$ cat config.mk
export PLATFORM = sky130hd
export DESIGN_NAME = serial_add_sequencer_flat
export DESIGN_NICKNAME = d
export VERILOG_FILES = /design/src/rtl/serial_add_sequencer_pkg.sv /design/src/rtl/serial_add_sequencer_if.sv /design/src/rtl/serial_add_sequencer_fa_bit.sv /design/src/rtl/serial_add_sequencer.sv /design/src/flat_wrapper.sv
export SDC_FILE = /design/constraint.sdc
export NUM_CORES = 1
export LEC_CHECK = 0
export ABC_AREA = 1
export BUFFER_PORTS_ARGS = -buffer_cell sky130_fd_sc_hd__buf_2
export CAP_MARGIN = 20
export CORE_MARGIN = 10
export CORE_UTILIZATION = 60
export CTS_CLUSTER_DIAMETER = 100
export DETAILED_ROUTE_END_ITERATION = 6
export PLACE_DENSITY = 0.85
export SYNTH_ARGS = -nofsm -noshare
export SYNTH_HDL_FRONTEND = slang
export SYNTH_SLANG_ARGS = --single-unit
$ cat constraint.sdc
create_clock -name clk -period 4.3 [get_ports clk]
set_input_delay 0.645 -clock clk [delete_from_list [all_inputs] [get_ports clk]]
set_output_delay 0.645 -clock clk [all_outputs]
set_load 0.005 [all_outputs]
$ cat src/rtl/serial_add_sequencer_pkg.sv
// Shared types and constants for the bit-serial add/subtract engine.
package serial_add_sequencer_pkg;

  localparam int unsigned DEFAULT_WIDTH = 32;

  // Bit-counter width for a given operand width (at least one bit).
  function automatic int unsigned cnt_width(input int unsigned w);
    return (w > 1) ? $clog2(w) : 1;
  endfunction

  localparam int unsigned DEFAULT_CNT_W = cnt_width(DEFAULT_WIDTH);

  typedef enum logic [1:0] {
    IDLE,
    RUN,
    DONE
  } state_e;

endpackage

$ cat src/rtl/serial_add_sequencer_if.sv
// Handshake and operand/result bus of the serial add/subtract engine.
interface serial_add_sequencer_if
  import serial_add_sequencer_pkg::*;
#(
  parameter int unsigned WIDTH = DEFAULT_WIDTH
) ();

  logic             start;
  logic [WIDTH-1:0] op_a;
  logic [WIDTH-1:0] op_b;
  logic             cin;
  logic             sub;
  logic             abort;
  logic             ready;
  logic             done;
  logic [WIDTH-1:0] sum;
  logic             cout;
  logic             ovf;

  // Requester side: issues operations, observes results.
  modport master (
    output start, op_a, op_b, cin, sub, abort,
    input  ready, done, sum, cout, ovf
  );

  // Engine side.
  modport slave (
    input  start, op_a, op_b, cin, sub, abort,
    output ready, done, sum, cout, ovf
  );

endinterface

$ cat src/rtl/serial_add_sequencer_fa_bit.sv
// One-bit combinational full adder cell, shared by every bit position.
module fa_bit (
  input  logic a,
  input  logic b,
  input  logic ci,
  output logic s,
  output logic co
);

  // Sum and carry of a single bit position.
  always_comb begin
    s  = a ^ b ^ ci;
    co = (a & b) | (ci & (a ^ b));
  end

endmodule

$ cat src/rtl/serial_add_sequencer.sv
// Bit-serial WIDTH-bit add/subtract engine: one full-adder cell stepped
// LSB-first over WIDTH cycles behind a start/ready/done handshake.
module serial_add_sequencer
  import serial_add_sequencer_pkg::*;
#(
  parameter int unsigned WIDTH = DEFAULT_WIDTH
) (
  input  logic                 clk,
  input  logic                 rst_n,
  serial_add_sequencer_if.slave bus
);

  localparam int unsigned     CNT_W    = cnt_width(WIDTH);
  localparam logic [CNT_W-1:0] LAST_CNT = CNT_W'(WIDTH - 1);

  state_e           state_q, state_d;
  logic [WIDTH-1:0] a_q, a_d;
  logic [WIDTH-1:0] b_q, b_d;
  logic [WIDTH-1:0] res_q, res_d;
  logic [WIDTH-1:0] sum_q, sum_d;
  logic             carry_q, carry_d;
  logic             cout_q, cout_d;
  logic             ovf_q, ovf_d;
  logic [CNT_W-1:0] cnt_q, cnt_d;

  logic fa_s;
  logic fa_co;

  fa_bit u_fa_bit (
    .a  (a_q[0]),
    .b  (b_q[0]),
    .ci (carry_q),
    .s  (fa_s),
    .co (fa_co)
  );

  // Next-state, operand shifting and result capture.
  always_comb begin
    state_d = state_q;
    a_d     = a_q;
    b_d     = b_q;
    res_d   = res_q;
    sum_d   = sum_q;
    carry_d = carry_q;
    cout_d  = cout_q;
    ovf_d   = ovf_q;
    cnt_d   = cnt_q;

    unique case (state_q)
      IDLE: begin
        if (bus.start) begin
          // Subtraction is a + ~b + 1, so the carry seeds to 1 and cin is unused.
          a_d     = bus.op_a;
          b_d     = bus.sub ? ~bus.op_b : bus.op_b;
          carry_d = bus.sub | bus.cin;
          cnt_d   = '0;
          state_d = RUN;
        end
      end
      RUN: begin
        if (bus.abort) begin
          state_d = IDLE;
        end else begin
          res_d   = {fa_s, res_q[WIDTH-1:1]};
          a_d     = a_q >> 1;
          b_d     = b_q >> 1;
          carry_d = fa_co;
          cnt_d   = cnt_q + 1'b1;
          if (cnt_q == LAST_CNT) begin
            // carry_q here is the carry into the MSB.
            sum_d   = {fa_s, res_q[WIDTH-1:1]};
            cout_d  = fa_co;
            ovf_d   = carry_q ^ fa_co;
            state_d = DONE;
          end
        end
      end
      DONE: begin
        state_d = IDLE;
      end
      default: begin
        state_d = IDLE;
      end
    endcase
  end

  // State and datapath registers.
  always_ff @(posedge clk or negedge rst_n) begin
    if (!rst_n) begin
      state_q <= IDLE;
      a_q     <= '0;
      b_q     <= '0;
      res_q   <= '0;
      sum_q   <= '0;
      carry_q <= 1'b0;
      cout_q  <= 1'b0;
      ovf_q   <= 1'b0;
      cnt_q   <= '0;
    end else begin
      state_q <= state_d;
      a_q     <= a_d;
      b_q     <= b_d;
      res_q   <= res_d;
      sum_q   <= sum_d;
      carry_q <= carry_d;
      cout_q  <= cout_d;
      ovf_q   <= ovf_d;
      cnt_q   <= cnt_d;
    end
  end

  // Handshake flags decode straight from state; results come from registers.
  always_comb begin
    bus.ready = (state_q == IDLE);
    bus.done  = (state_q == DONE);
    bus.sum   = sum_q;
    bus.cout  = cout_q;
    bus.ovf   = ovf_q;
  end

endmodule

$ cat src/flat_wrapper.sv
// flat-port wrapper written by rule: the top's interface ports become plain ports
module serial_add_sequencer_flat import serial_add_sequencer_pkg::*;
#(
  parameter int unsigned WIDTH = DEFAULT_WIDTH
)
  (clk, rst_n, bus_start, bus_op_a, bus_op_b, bus_cin, bus_sub, bus_abort, bus_ready, bus_done, bus_sum, bus_cout, bus_ovf);
  serial_add_sequencer_if #(.WIDTH(WIDTH)) bus_i ();
  input  logic clk;
  input  logic rst_n;
  input wire logic [$bits(bus_i.start)-1:0] bus_start;
  input wire logic [$bits(bus_i.op_a)-1:0] bus_op_a;
  input wire logic [$bits(bus_i.op_b)-1:0] bus_op_b;
  input wire logic [$bits(bus_i.cin)-1:0] bus_cin;
  input wire logic [$bits(bus_i.sub)-1:0] bus_sub;
  input wire logic [$bits(bus_i.abort)-1:0] bus_abort;
  output wire logic [$bits(bus_i.ready)-1:0] bus_ready;
  output wire logic [$bits(bus_i.done)-1:0] bus_done;
  output wire logic [$bits(bus_i.sum)-1:0] bus_sum;
  output wire logic [$bits(bus_i.cout)-1:0] bus_cout;
  output wire logic [$bits(bus_i.ovf)-1:0] bus_ovf;
  assign bus_i.start = bus_start;
  assign bus_i.op_a = bus_op_a;
  assign bus_i.op_b = bus_op_b;
  assign bus_i.cin = bus_cin;
  assign bus_i.sub = bus_sub;
  assign bus_i.abort = bus_abort;
  assign bus_ready = bus_i.ready;
  assign bus_done = bus_i.done;
  assign bus_sum = bus_i.sum;
  assign bus_cout = bus_i.cout;
  assign bus_ovf = bus_i.ovf;
  serial_add_sequencer #(.WIDTH(WIDTH)) u_core (.clk(clk), .rst_n(rst_n), .bus(bus_i));
endmodule
==> results by group, run 1 <==
Yosys
  • Synth top area share: 0.537
  • #FFs+latches synth: around 140
  • Mapped Cells: 802
  • Largest family of logic cells by synthesized area: simple AND/OR/NAND/NOR gates
  • Mux contribution to synthesized area: 0
  • Adder-cell share of the synthesized area: 0.00706
  • Synth Area in XOR/XNOR: 0.00275
  • Sequential fraction of the synthesis area: 0.537
  • YS warnings: 0
  • Post-Syn Nets: 875
  • Netlist cell types: 24
  • Synth Area in Simple Gates: 0.253
  • Post-Syn Area: about 6400 um2
  • Post-synthesis compound-gate area fraction: 0.104
  • Synth area leaders: dfrtp_1 54%, nand2_1 16%, o21ai_0 8.7%, inv_1 5.9%, nand3_1 5.0%
  • Average size of a mapped cell: approximately 8 um2
  • Largest area contributor in the netlist: dfrtp_1

Critical path
  • Crit path DAT: between 2 and 3 ns
  • CP startpoint: u_core.state_q[0]$_DFFE_PN0P_
  • FF-to-FF Start: u_core.state_q[0]$_DFFE_PN0P_
  • R2R depth: 6
  • Startpoint Class: flip-flop
  • Crit-path max FO: between 40 and 50
  • Reg2reg end: u_core.b_q[17]$_DFFE_PN0P_
  • Class of the most critical setup path: reg2reg
  • Worst EP required: 4.70 ns
  • Flop2flop setup slack: around 2 ns
  • Critical Path End Type: flip-flop

Routing
  • Via count: 5,192
  • Vias per std cell: 5.01
  • Routed Antenna Nets: 0
  • Routed wire per std cell: between 10 and 15 um
  • Initial DRC count: approximately 420
  • DRC: 0
  • WL final: around 13,000 um
  • Pre-antenna DRT Iters: 5

Clocking
  • Clock transition at path regs: about 0.060 ns
  • # resized after CTS: 0
  • Total CTS buffers: 17
  • # H-tree levels: 4
  • Longest Clk Path Bufs: 2
  • CTS tree: yes
  • Sink Count: ~140
  • Clock root buffer: clkbuf_8
  • Post-CTS setup buffers: 0
  • Worst skew pair latency: 0.52 ns

Min path
  • Hold path start: bus_op_a[31]
  • Hold path cells: 3
  • Hold Path End: u_core.a_q[31]$_DFFE_PN0P_
  • Class of the worst hold path: in2reg

Final layout
  • Fraction of layout cells with a size suffix above 1: 0.199
  • Diodes inserted: 0
  • Nets: 960
  • Final core occ: 0.731
  • Layout area overhead: 18.3%
  • Non-Filler Instances: 1,036

Place
  • RD Place Congestion: 0.788
  • Placed cell count: 1,000
  • I/O Buffers: 105
  • Detailed placer's ending HPWL: around 8500 um

STA
  • Setup TNS Final: 0 ns
  • Final setup viols: 0
  • Peak Freq: 437 MHz
  • Worst-Margin Slew: ~0.94 ns
  • Final min period: 2.29 ns
  • Clock Skew: ~0.008 ns
  • Fin. max-slew vios: 0
  • Fin crit share: 0.532
  • Unrepaired setup endpoints after global routing: false
  • Relative slew slack: 0.374
  • Final Hold Vio Count: 0

Status
  • Status: finished clean

Floorplan
  • Die area: 15,200 um2
  • Core ar.: 10,300 um2
  • Initial core utilization: 0.618
  • Site row count: 37
  • # IOs: about 110
  • Die Y: 123 um
  • Die W: around 120 um

Power
  • Total leakage power: 3.97 nW
  • Max VDD drop: 0.000241 V
  • Power Dens Cells: about 500 nW/um2

Global route
  • Number of global-route vias before repair: 5,065
  • Largest net degree at the start of global routing: 128
  • Global-route wire length before repair: ~23,000 um
  • Initial antenna violation count: 1
  • GRT Residual Overflow: 0
  • GRT Util Overall: 0.184

Run
  • Max cap viols: 0
## layout by cell type (no fill, tap or decap)
cell / netlist / routed
nand2_1: 274 / 274
dfrtp_1: 137 / 137
o21ai_0: 111 / 111
buf_2: 10 / 104
inv_1: 101 / 101
nand3_1: 64 / 64
or2_2: 30 / 30
o21ai_1: 20 / 20
clkbuf_16: 0 / 16
nor2_1: 6 / 6
inv_6: 0 / 5
clkinvlp_4: 0 / 4
buf_4: 1 / 3
nand2_2: 2 / 2
ha_1: 2 / 2
clkbuf_8: 0 / 2
bufinv_16: 0 / 2
clkinv_4: 0 / 2
buf_16: 0 / 2
nand2_4: 1 / 1
nor2_4: 1 / 1
nand3b_2: 1 / 1
inv_2: 1 / 1
xor2_1: 1 / 1
a21oi_1: 1 / 1
xnor2_1: 1 / 1
nor3b_1: 1 / 1
fa_1: 1 / 1
inv_8: 0 / 1
dlygate4sd3_1: 0 / 1
buf_6: 6 / 1
buf_12: 0 / 1
## kinds of logic (layout without fill, tap and decap cells)
| kind of cell | after synthesis | in the layout |
|---|---|---|
| buf+inv | 148 | 246 |
| fa+ha+maj | 3 | 3 |
| compound gates | 132 | 132 |
| xor+xnor | 2 | 2 |
| flops | 137 | 137 |
| simple gates | 380 | 380 |
## where the power goes
group          total, mW  internal (mW)  switching [mW]
Combinational      0.680          0.262           0.418
Sequential          1.67           1.55           0.120
Clock               1.43          0.855           0.577
## metal layers
layer | wire, um | GRT usage
met5 | 13 | 0
met4 | 264 | 0.0655
met3 | 746 | 0.0515
met2 | 6550 | 0.298
met1 | 5920 | 0.232
## critical path, stage by stage (launching register included)
cell     delay (ns)
dfrtp_1        0.45
nor2_1         0.17
nand2_1        0.16
nand2_2        0.63
inv_2          0.49
nand2_1        0.19
nand2_1        0.07
## sequential cells by signal (all words and copies together), names as in the netlist
name and count:
u_core.res_q 31, u_core.bus.ovf 1, u_core.cnt_q 5, u_core.bus.sum 32
u_core.a_q 32, u_core.carry_q 1, u_core.state_q 2, u_core.bus.cout 1
u_core.b_q 32
## cell usage after synthesis
library cell,instances
nand3b_2,1
o21ai_1,20
xnor2_1,1
buf_2,10
nor3b_1,1
fa_1,1
xor2_1,1
nand2_2,2
buf_1,1
nor2_4,1
dfrtp_1,137
ha_1,2
o21ai_0,111
nand3_1,64
buf_6,6
or2_2,30
nand2_4,1
inv_2,1
buf_4,1
inv_1,101
nand2_1,274
clkbuf_1,28
a21oi_1,1
nor2_1,6
## through the flow
| stage | setup slack (ns) | area (um2) | total power [mW] | hold slack, ns |
|---|---|---|---|---|
| floorplan | 2.76 | 6380 | 2.18 | 0.349 |
| detailed placement | 1.59 | 6870 | 2.35 | 0.457 |
| global route | 1.74 | 7550 | 4.02 | 0.402 |
| global placement | 1.74 | 6870 | 2.32 | 0.454 |
| CTS | 1.54 | 7460 | 3.80 | 0.311 |
| finish | 2.01 | 7550 | 3.78 | 0.390 |
## what timing repair did
| item | 4_1_cts | 5_1_grt |
|---|---|---|
| setup endpoints to repair | 0 | 0 |
| hold buffers | 0 | 1 |
| endpoints found under the hold margin | 0 | 9 |
## worst max path at each step
stage                                           to  cells past startpoint
finish                  u_core.b_q[17]$_DFFE_PN0P_                      6
global route             u_core.a_q[4]$_DFFE_PN0P_                      6
CTS                  u_core.bus.sum[1]$_DFFE_PN0P_                      6
detailed placement  u_core.bus.sum[10]$_DFFE_PN0P_                      5
global placement    u_core.bus.sum[10]$_DFFE_PN0P_                      5
floorplan               u_core.b_q[11]$_DFFE_PN0P_                      6
## final cells by class
type,count,area (um2)
inverters,102,383
clock inverters,14,163
multi-input cells,517,2340
repair buffers,112,639
flip-flops and latches,137,3430
well taps,136,170
fillers,823,2780
clock buffers,18,428
Note: power is estimated with default switching activity, not from simulation.
==> run 2: changes to the inputs <==
--- a/config.mk
+++ b/config.mk
@@ -9,10 +9,10 @@
 export BUFFER_PORTS_ARGS = -buffer_cell sky130_fd_sc_hd__buf_2
 export CAP_MARGIN = 20
 export CORE_MARGIN = 10
-export CORE_UTILIZATION = 60
+export CORE_UTILIZATION = 51
 export CTS_CLUSTER_DIAMETER = 100
 export DETAILED_ROUTE_END_ITERATION = 6
-export PLACE_DENSITY = 0.85
+export PLACE_DENSITY = 0.77
 export SYNTH_ARGS = -nofsm -noshare
 export SYNTH_HDL_FRONTEND = slang
 export SYNTH_SLANG_ARGS = --single-unit
==> constraint.sdc (replaced) <==
create_clock -name clk -period 1.9 [get_ports clk]
set_input_delay 0.285 -clock clk [delete_from_list [all_inputs] [get_ports clk]]
set_output_delay 0.285 -clock clk [all_outputs]
set_load 0.005 [all_outputs]
==> results by group, run 2 (synthesized netlist as in run 1, its figures left out) <==
Status
  • Status: finished clean

Final layout
  • Fill cell count: 1,041 (+26%)
  • Diodes inserted: 0 (unchanged)
  • Nets: 966 (+0.63%)
  • Layout area overhead: 20.1%
  • Commonest non-fill, non-tap cells in the layout: 274 x nand2_1, 137 x dfrtp_1, 111 x o21ai_0
  • Fraction of layout cells with a size suffix above 1: 0.202 (+0.00332)
  • Commonest non-fill, non-tap cell in the layout: nand2_1

Place
  • Detailed placer's ending HPWL: 8630 um (+1.2%)
  • I/O Buffers: 105 (unchanged)
  • RD Place Congestion: 0.762 (-3.3%)

Critical path
  • FF-to-FF Start: u_core.cnt_q[0]$_DFFE_PN0P_
  • Crit path DAT: 1.90 ns (-0.79 ns)
  • Startpoint Class: flip-flop
  • Worst EP required: 2.21 ns (-2.49 ns)
  • R2R depth: 9 (+3)
  • Crit-path max FO: 68 (+55%)
  • Flop2flop setup slack: 0.31 ns (-1.71 ns)
  • Reg2reg end: u_core.bus.sum[0]$_DFFE_PN0P_
  • Class of the most critical setup path: reg2reg
  • Critical Path End Type: flip-flop

Global route
  • Global-route wire length before repair: 21,500 um (-5.6%)
  • Number of global-route vias before repair: 4,746 (-6.3%)
  • GRT Residual Overflow: 0 (unchanged)
  • Largest net degree at the start of global routing: 69 (-46%)
  • Initial antenna violation count: 0 (-1)
  • GRT Util Overall: 0.148 (-0.0357)

Min path
  • Hold path cells: 3 (unchanged)
  • Class of the worst hold path: in2reg
  • Hold path start: bus_op_a[31]
  • Hold Path End: u_core.a_q[31]$_DFFE_PN0P_

Floorplan
  • # IOs: 106 (unchanged)
  • Die W: 132 um (+7.1%)
  • Site row count: 40 (+8.1%)
  • Die area: 17,400 um2 (+15%)
  • Core ar.: 12,100 um2 (+17%)
  • Initial core utilization: 0.527 (-0.0912)
  • Die Y: 132 um (+7.1%)

STA
  • Final setup viols: 0 (unchanged)
  • Fin. max-slew vios: 0 (unchanged)
  • Peak Freq: 627 MHz (+43%)
  • Final Hold Vio Count: 0 (unchanged)
  • Relative slew slack: 0.596 (+0.222)
  • Final min period: 1.59 ns (-0.692 ns)
  • Clock Skew: 0.00872 ns (+0.000838 ns)
  • Fin crit share: 0.839 (+0.308)
  • Unrepaired setup endpoints after global routing: false
  • Worst-Margin Slew: 0.605 ns (-0.333 ns)
  • Setup TNS Final: 0 ns (unchanged)

Clocking
  • Worst skew pair latency: 0.42 ns (-0.10 ns)
  • CTS tree: yes
  • # H-tree levels: 4 (unchanged)
  • Total CTS buffers: 17 (unchanged)
  • Longest Clk Path Bufs: 2 (unchanged)
  • Hold Buf Count CTS: 1 (+1)
  • Clock transition at path regs: 0.06 ns (about the same)
  • # resized after CTS: 0 (unchanged)
  • Clock root buffer: clkbuf_16
  • Sink Count: 137 (unchanged)
  • Post-CTS setup buffers: 0 (unchanged)

Routing
  • Initial DRC count: 418 (-0.24%)
  • DRC: 0 (unchanged)
  • Vias per std cell: 4.66 (-7.0%)
  • Via count: 5,003 (-3.6%)
  • WL final: 12,900 um (-4.4%)
  • Routed wire per std cell: 12.0 um (-7.7%)
  • Routed Antenna Nets: 0 (unchanged)
  • Pre-antenna DRT Iters: 4 (-1)

Power
  • Total leakage power: 4.01 nW (+1.2%)
  • Post-layout power: 8.77 mW (+130%)
  • Max VDD drop: 0.000636 V (+160%)
  • Power Dens Cells: 1140 nW/um2 (+130%)

Run
  • Max cap viols: 0 (unchanged)
-- run 2: cell types whose count changed in the layout (fill, tap and decap cells not counted), moves of 2 or more --
| cell | previous run | this run |
|---|---|---|
| buf_16 | 2 | 0 |
| clkinv_2 | 0 | 2 |
| bufinv_16 | 2 | 4 |
| inv_6 | 5 | 1 |
| buf_12 | 1 | 4 |
| buf_4 | 3 | 8 |
-- run 2: worst max-delay path, stage by stage (launching register included) --
cell and delay, ns:
dfrtp_1 0.39, ha_1 0.21, nand2_1 0.08, nor2_1 0.04, ha_1 0.21, nand2_2 0.09
buf_12 0.25, inv_1 0.09, nand2_1 0.06, nand2_1 0.04
-- run 2: stage by stage --
stage               std cells  area, um2   util  hold WS, ns  worst slack (ns)
floorplan                 802       6380      -      -0.0106             0.438
global placement         1041       7030  0.580        0.276             0.367
detailed placement       1041       7030  0.580        0.281             0.308
CTS                      1073       7670  0.633       0.0877             0.303
global route             1073       7670  0.633        0.116             0.115
finish                   1073       7670  0.633       0.0969             0.305
-- run 2: power by group --
part / total (mW) / switching, mW / internal (mW)
combinational: 1.54 / 0.933 / 0.609
sequential: 3.76 / 0.260 / 3.50
clock: 3.47 / 1.21 / 2.26
total: 8.77 / 2.40 / 6.37
-- run 2: cell type report --
type,instances,area [um2],area share
clock buffers,20,457,0.0596
clock inverters,11,170,0.0222
inverters,102,383,0.0499
multi-input cells,517,2340,0.305
flip-flops and latches,137,3430,0.447
well taps,168,210,0.0274
repair buffers,118,682,0.0890
-- run 2: worst max-delay path by stage --
stage / startpoint / endpoint / slack [ns] / cells past startpoint
after floorplan: u_core.cnt_q[0]$_DFFE_PN0P_ / u_core.bus.sum[10]$_DFFE_PN0P_ / 0.44 / 7
after global placement: u_core.state_q[0]$_DFFE_PN0P_ / u_core.b_q[1]$_DFFE_PN0P_ / 0.37 / 6
after detailed placement: u_core.cnt_q[0]$_DFFE_PN0P_ / u_core.bus.sum[0]$_DFFE_PN0P_ / 0.31 / 9
after CTS: u_core.cnt_q[0]$_DFFE_PN0P_ / u_core.bus.sum[0]$_DFFE_PN0P_ / 0.30 / 9
after global routing: u_core.state_q[0]$_DFFE_PN0P_ / u_core.b_q[3]$_DFFE_PN0P_ / 0.12 / 6
final: u_core.cnt_q[0]$_DFFE_PN0P_ / u_core.bus.sum[0]$_DFFE_PN0P_ / 0.31 / 9
-- run 2: per-layer routing --
layer  share of wire  up-vias  global-route usage  routed length, um
met1            0.47     2241               0.186               6110
met2            0.46       83               0.231               5970
met4           0.014        0              0.0624                187
met3           0.049       15              0.0465                633
met5               0        -                   0                  0
li1                -     2664                   -                  -
==> run 3: changes to the inputs <==
--- a/config.mk
+++ b/config.mk
@@ -5,14 +5,14 @@
 export SDC_FILE = /design/constraint.sdc
 export NUM_CORES = 1
 export LEC_CHECK = 0
-export ABC_AREA = 1
+export ABC_AREA = 0
 export BUFFER_PORTS_ARGS = -buffer_cell sky130_fd_sc_hd__buf_2
 export CAP_MARGIN = 20
 export CORE_MARGIN = 10
-export CORE_UTILIZATION = 51
+export CORE_UTILIZATION = 56
 export CTS_CLUSTER_DIAMETER = 100
 export DETAILED_ROUTE_END_ITERATION = 6
-export PLACE_DENSITY = 0.77
+export PLACE_DENSITY = 0.81
 export SYNTH_ARGS = -nofsm -noshare
 export SYNTH_HDL_FRONTEND = slang
 export SYNTH_SLANG_ARGS = --single-unit
==> constraint.sdc (replaced) <==
create_clock -name clk -period 1.5 [get_ports clk]
set_input_delay 0.225 -clock clk [delete_from_list [all_inputs] [get_ports clk]]
set_output_delay 0.225 -clock clk [all_outputs]
set_load 0.005 [all_outputs]
==> results by group, run 3 <==
Yosys
  • YS warnings: 0 (unchanged)
  • Average size of a mapped cell: 11.2 um2 (+40%)
  • Largest area contributor in the netlist: dfrtp_1
  • Post-Syn Area: 6200 um2 (-2.8%)
  • Netlist cell types: 35 (+46%)
  • Post-synth EDFFs: 0 (unchanged)
  • Sequential fraction of the synthesis area: 0.553 (+0.0153)
  • Mapped Cells: 556 (-31%)
  • Synth top cells by count: 137 x dfrtp_1, 126 x nand2_1, 51 x o21ai_0
  • Synth area leaders: dfrtp_1 55%, nand2_1 7.6%, mux2_2 6.4%, mux2_1 5.3%, mux2i_1 5.2%
  • Post-Syn Nets: 629 (-28%)
  • Synth top area share: 0.553 (+0.0153)
  • #FFs+latches synth: 137 (unchanged)
  • Most instantiated library cell after synthesis: dfrtp_1
  • Fraction of registers with async set/reset: 1.00 (unchanged)
  • Most used DFF post-synth: dfrtp_1

Routing
  • Via count: 4,867 (-2.7%)
  • Initial DRC count: 390 (-6.7%)
  • Vias per std cell: 5.55 (+19%)
  • Routed wire per std cell: 19.9 um (+65%)
  • DRC: 0 (unchanged)
  • WL final: 17,400 um (+35%)
  • Routed Antenna Nets: 0 (unchanged)
  • Pre-antenna DRT Iters: 4 (unchanged)

Critical path
  • CP max-delay cell: dfrtp_1
  • CP max stage delay: 0.37 ns (-0.02 ns)
  • Top delay family on crit path: simple AND/OR/NAND/NOR gates
  • Crit path DAT: 2.15 ns (+0.25 ns)
  • Worst EP required: 1.91 ns (-0.30 ns)
  • Worst Path Buf+Inv: 1 (-1)
  • Class of the most critical setup path: reg2reg
  • Worst path cell trace: ha_2 -> and3_4 -> ha_4 -> nand4bb_4 -> buf_12 -> mux2_4
  • Crit-path max FO: 18 (-74%)
  • Startpoint Class: flip-flop
  • Critical Path End Type: flip-flop

Clocking
  • Sink Count: 137 (unchanged)
  • Longest Clk Path Bufs: 2 (unchanged)
  • Clock root buffer: clkbuf_8
  • Total CTS buffers: 17 (unchanged)
  • CTS tree: yes
  • # H-tree levels: 4 (unchanged)
  • Worst skew pair latency: 0.54 ns (+0.12 ns)
  • Clock transition at path regs: 0.06 ns (about the same)

Min path
  • Class of the worst hold path: in2reg

STA
  • Final setup viols: 75 (+75)
  • Worst setup margin: -0.239 ns (-0.544 ns)
  • Fin. max-slew vios: 0 (unchanged)
  • Fin crit share: 1.16 (+0.320)
  • Clock Skew: 0.00942 ns (+0.000697 ns)
  • Final min period: 1.74 ns (+0.144 ns)
  • Setup TNS Final: -13.00 ns (-13.00 ns)
  • Final Hold Vio Count: 1 (+1)
  • Hold_ws: -0.00543 ns (-0.102 ns)
  • Unrepaired setup endpoints after global routing: true
  • Relative slew slack: 0.732 (+0.136)
  • Peak Freq: 575 MHz (-8.3%)
  • Worst-Margin Slew: 0.402 ns (-0.203 ns)

Final layout
  • Commonest non-fill, non-tap cell in the layout: dfrtp_1
  • Final core occ: 0.802 (+0.169)
  • Finished Cell Area: 8700 um2 (+13%)
  • Nets: 796 (-18%)
  • Fill cell count: 587 (-44%)
  • Reg area: 3430 um2 (about the same)
  • Fraction of layout cells with a size suffix above 1: 0.400 (+0.198)
  • Layout area overhead: 40.2%
  • Area of the multi-input gates: 2970 um2 (+27%)
  • Commonest non-fill, non-tap cells in the layout: 136 x dfrtp_1, 126 x nand2_1, 104 x buf_2

Power
  • Max VDD drop: 0.00100 V (+58%)
  • Total leakage power: 4.48 nW (+11%)
  • Power Dens Cells: 1380 nW/um2 (+21%)

Place
  • I/O Buffers: 105 (unchanged)
  • Place WS: -0.194 ns (-0.501 ns)
  • Detailed placer's ending HPWL: 9710 um (+13%)
  • RD Place Congestion: 0.797 (+4.6%)
  • Placed cell area: 7260 um2 (+3.3%)

Global route
  • GRT Util Overall: 0.204 (+0.0556)
  • Initial antenna violation count: 2 (+2)
  • Global-route wire length before repair: 26,100 um (+21%)
  • GRT Residual Overflow: 0 (unchanged)
  • Largest net degree at the start of global routing: 42 (-39%)
  • Number of global-route vias before repair: 5,105 (+7.6%)

Floorplan
  • Die area: 15,700 um2 (-9.8%)
  • Core ar.: 10,800 um2 (-10%)
  • Die W: 125 um (-5.0%)
  • # IOs: 106 (unchanged)
  • Site row count: 38 (-5.0%)
  • Initial core utilization: 0.572 (+0.0455)
  • Die Y: 125 um (-5.0%)

Status
  • Status: complete, but fails checks
  • Violated checks: hold timing, setup timing

Run
  • Max cap viols: 0 (unchanged)
[run 3: cell count changes after synthesis, moves of 29 or more]
| cell | change |
|---|---|
| or2_2 | -30 |
| nand3_1 | -32 |
| mux2_1 | +29 |
| inv_1 | -99 |
| nand2_1 | -148 |
| xnor2_1 | +31 |
| o21ai_0 | -60 |
| mux2_2 | +35 |
| mux2i_1 | +32 |
[run 3: report_power, final]
group / internal [mW] / switching, mW / total, mW
sequential: 4.58 / 0.650 / 5.23
combinational: 1.75 / 1.41 / 3.15
clock: 2.19 / 1.47 / 3.66
[run 3: cells by family (layout without fill, tap and decap cells)]
logic type | count (synthesis) | in the layout | share of synthesized area
buf+inv | 41 | 220 | 0.0423
compound gates | 72 | 72 | 0.0609
xor+xnor | 33 | 33 | 0.0466
mux | 96 | 96 | 0.168
other cells | 0 | 2 | 0
simple gates | 174 | 174 | 0.123
fa+ha+maj | 3 | 3 | 0.00726
flops | 137 | 137 | 0.553
[run 3: area by class of cell]
class                   count  share of cell area
multi-input cells         378               0.341
clock inverters             3             0.00173
clock buffers              28              0.0570
repair buffers            187               0.184
inverters                   2            0.000863
flip-flops and latches    137               0.394
well taps                 140              0.0201
diodes                      2            0.000575
[run 3: worst paths after layout]
kind,startpoint,to,slack (ns),cells past startpoint
max,u_core.cnt_q[0]$_DFFE_PN0P_,u_core.bus.sum[4]$_DFFE_PN0P_,-0.24,6
min,bus_op_a[28],u_core.a_q[28]$_DFFE_PN0P_,-0.005,3
max reg2reg,u_core.cnt_q[0]$_DFFE_PN0P_,u_core.bus.sum[4]$_DFFE_PN0P_,-0.24,6
min reg2reg,u_core.res_q[1]$_DFFE_PN0P_,u_core.res_q[1]$_DFFE_PN0P_,0.49,2
max in group asynchronous,rst_n,u_core.a_q[21]$_DFFE_PN0P_,0.75,3
min in group asynchronous,rst_n,u_core.a_q[4]$_DFFE_PN0P_,0.15,2
[run 3: worst min-delay path, cell delays in order]
cell and delay [ns]:
buf_2 0.08, mux2i_1 0.08, o21ai_2 0.11
[run 3: what timing repair did]
item                                    4_1_cts  5_1_grt
hold endpoints to repair                    155        4
pin swaps                                     4        5
gates resized for setup                      28       70
hold buffers                                 24        4
buffers inserted                             12        6
endpoints found under the setup margin       99      121
cloned                                        4        5
[run 3: metal layers]
layer / share of wire / vias to the layer above / wire length [um] / global-route usage
li1: - / 2214 / - / -
met1: 0.38 / 2446 / 6620 / 0.232
met2: 0.53 / 180 / 9260 / 0.343
met3: 0.071 / 27 / 1250 / 0.0803
met4: 0.018 / 0 / 316 / 0.0691
met5: 0 / - / 0 / 0
[run 3: per-stage QoR]
stage | power [mW] | std cells
2_1_floorplan | 6.86 | 556
3_3_place_gp | 7.42 | 792
3_5_place_dp | 7.59 | 792
4_1_cts | 11.7 | 863
5_1_grt | 12.6 | 875
6_report | 12.0 | 877
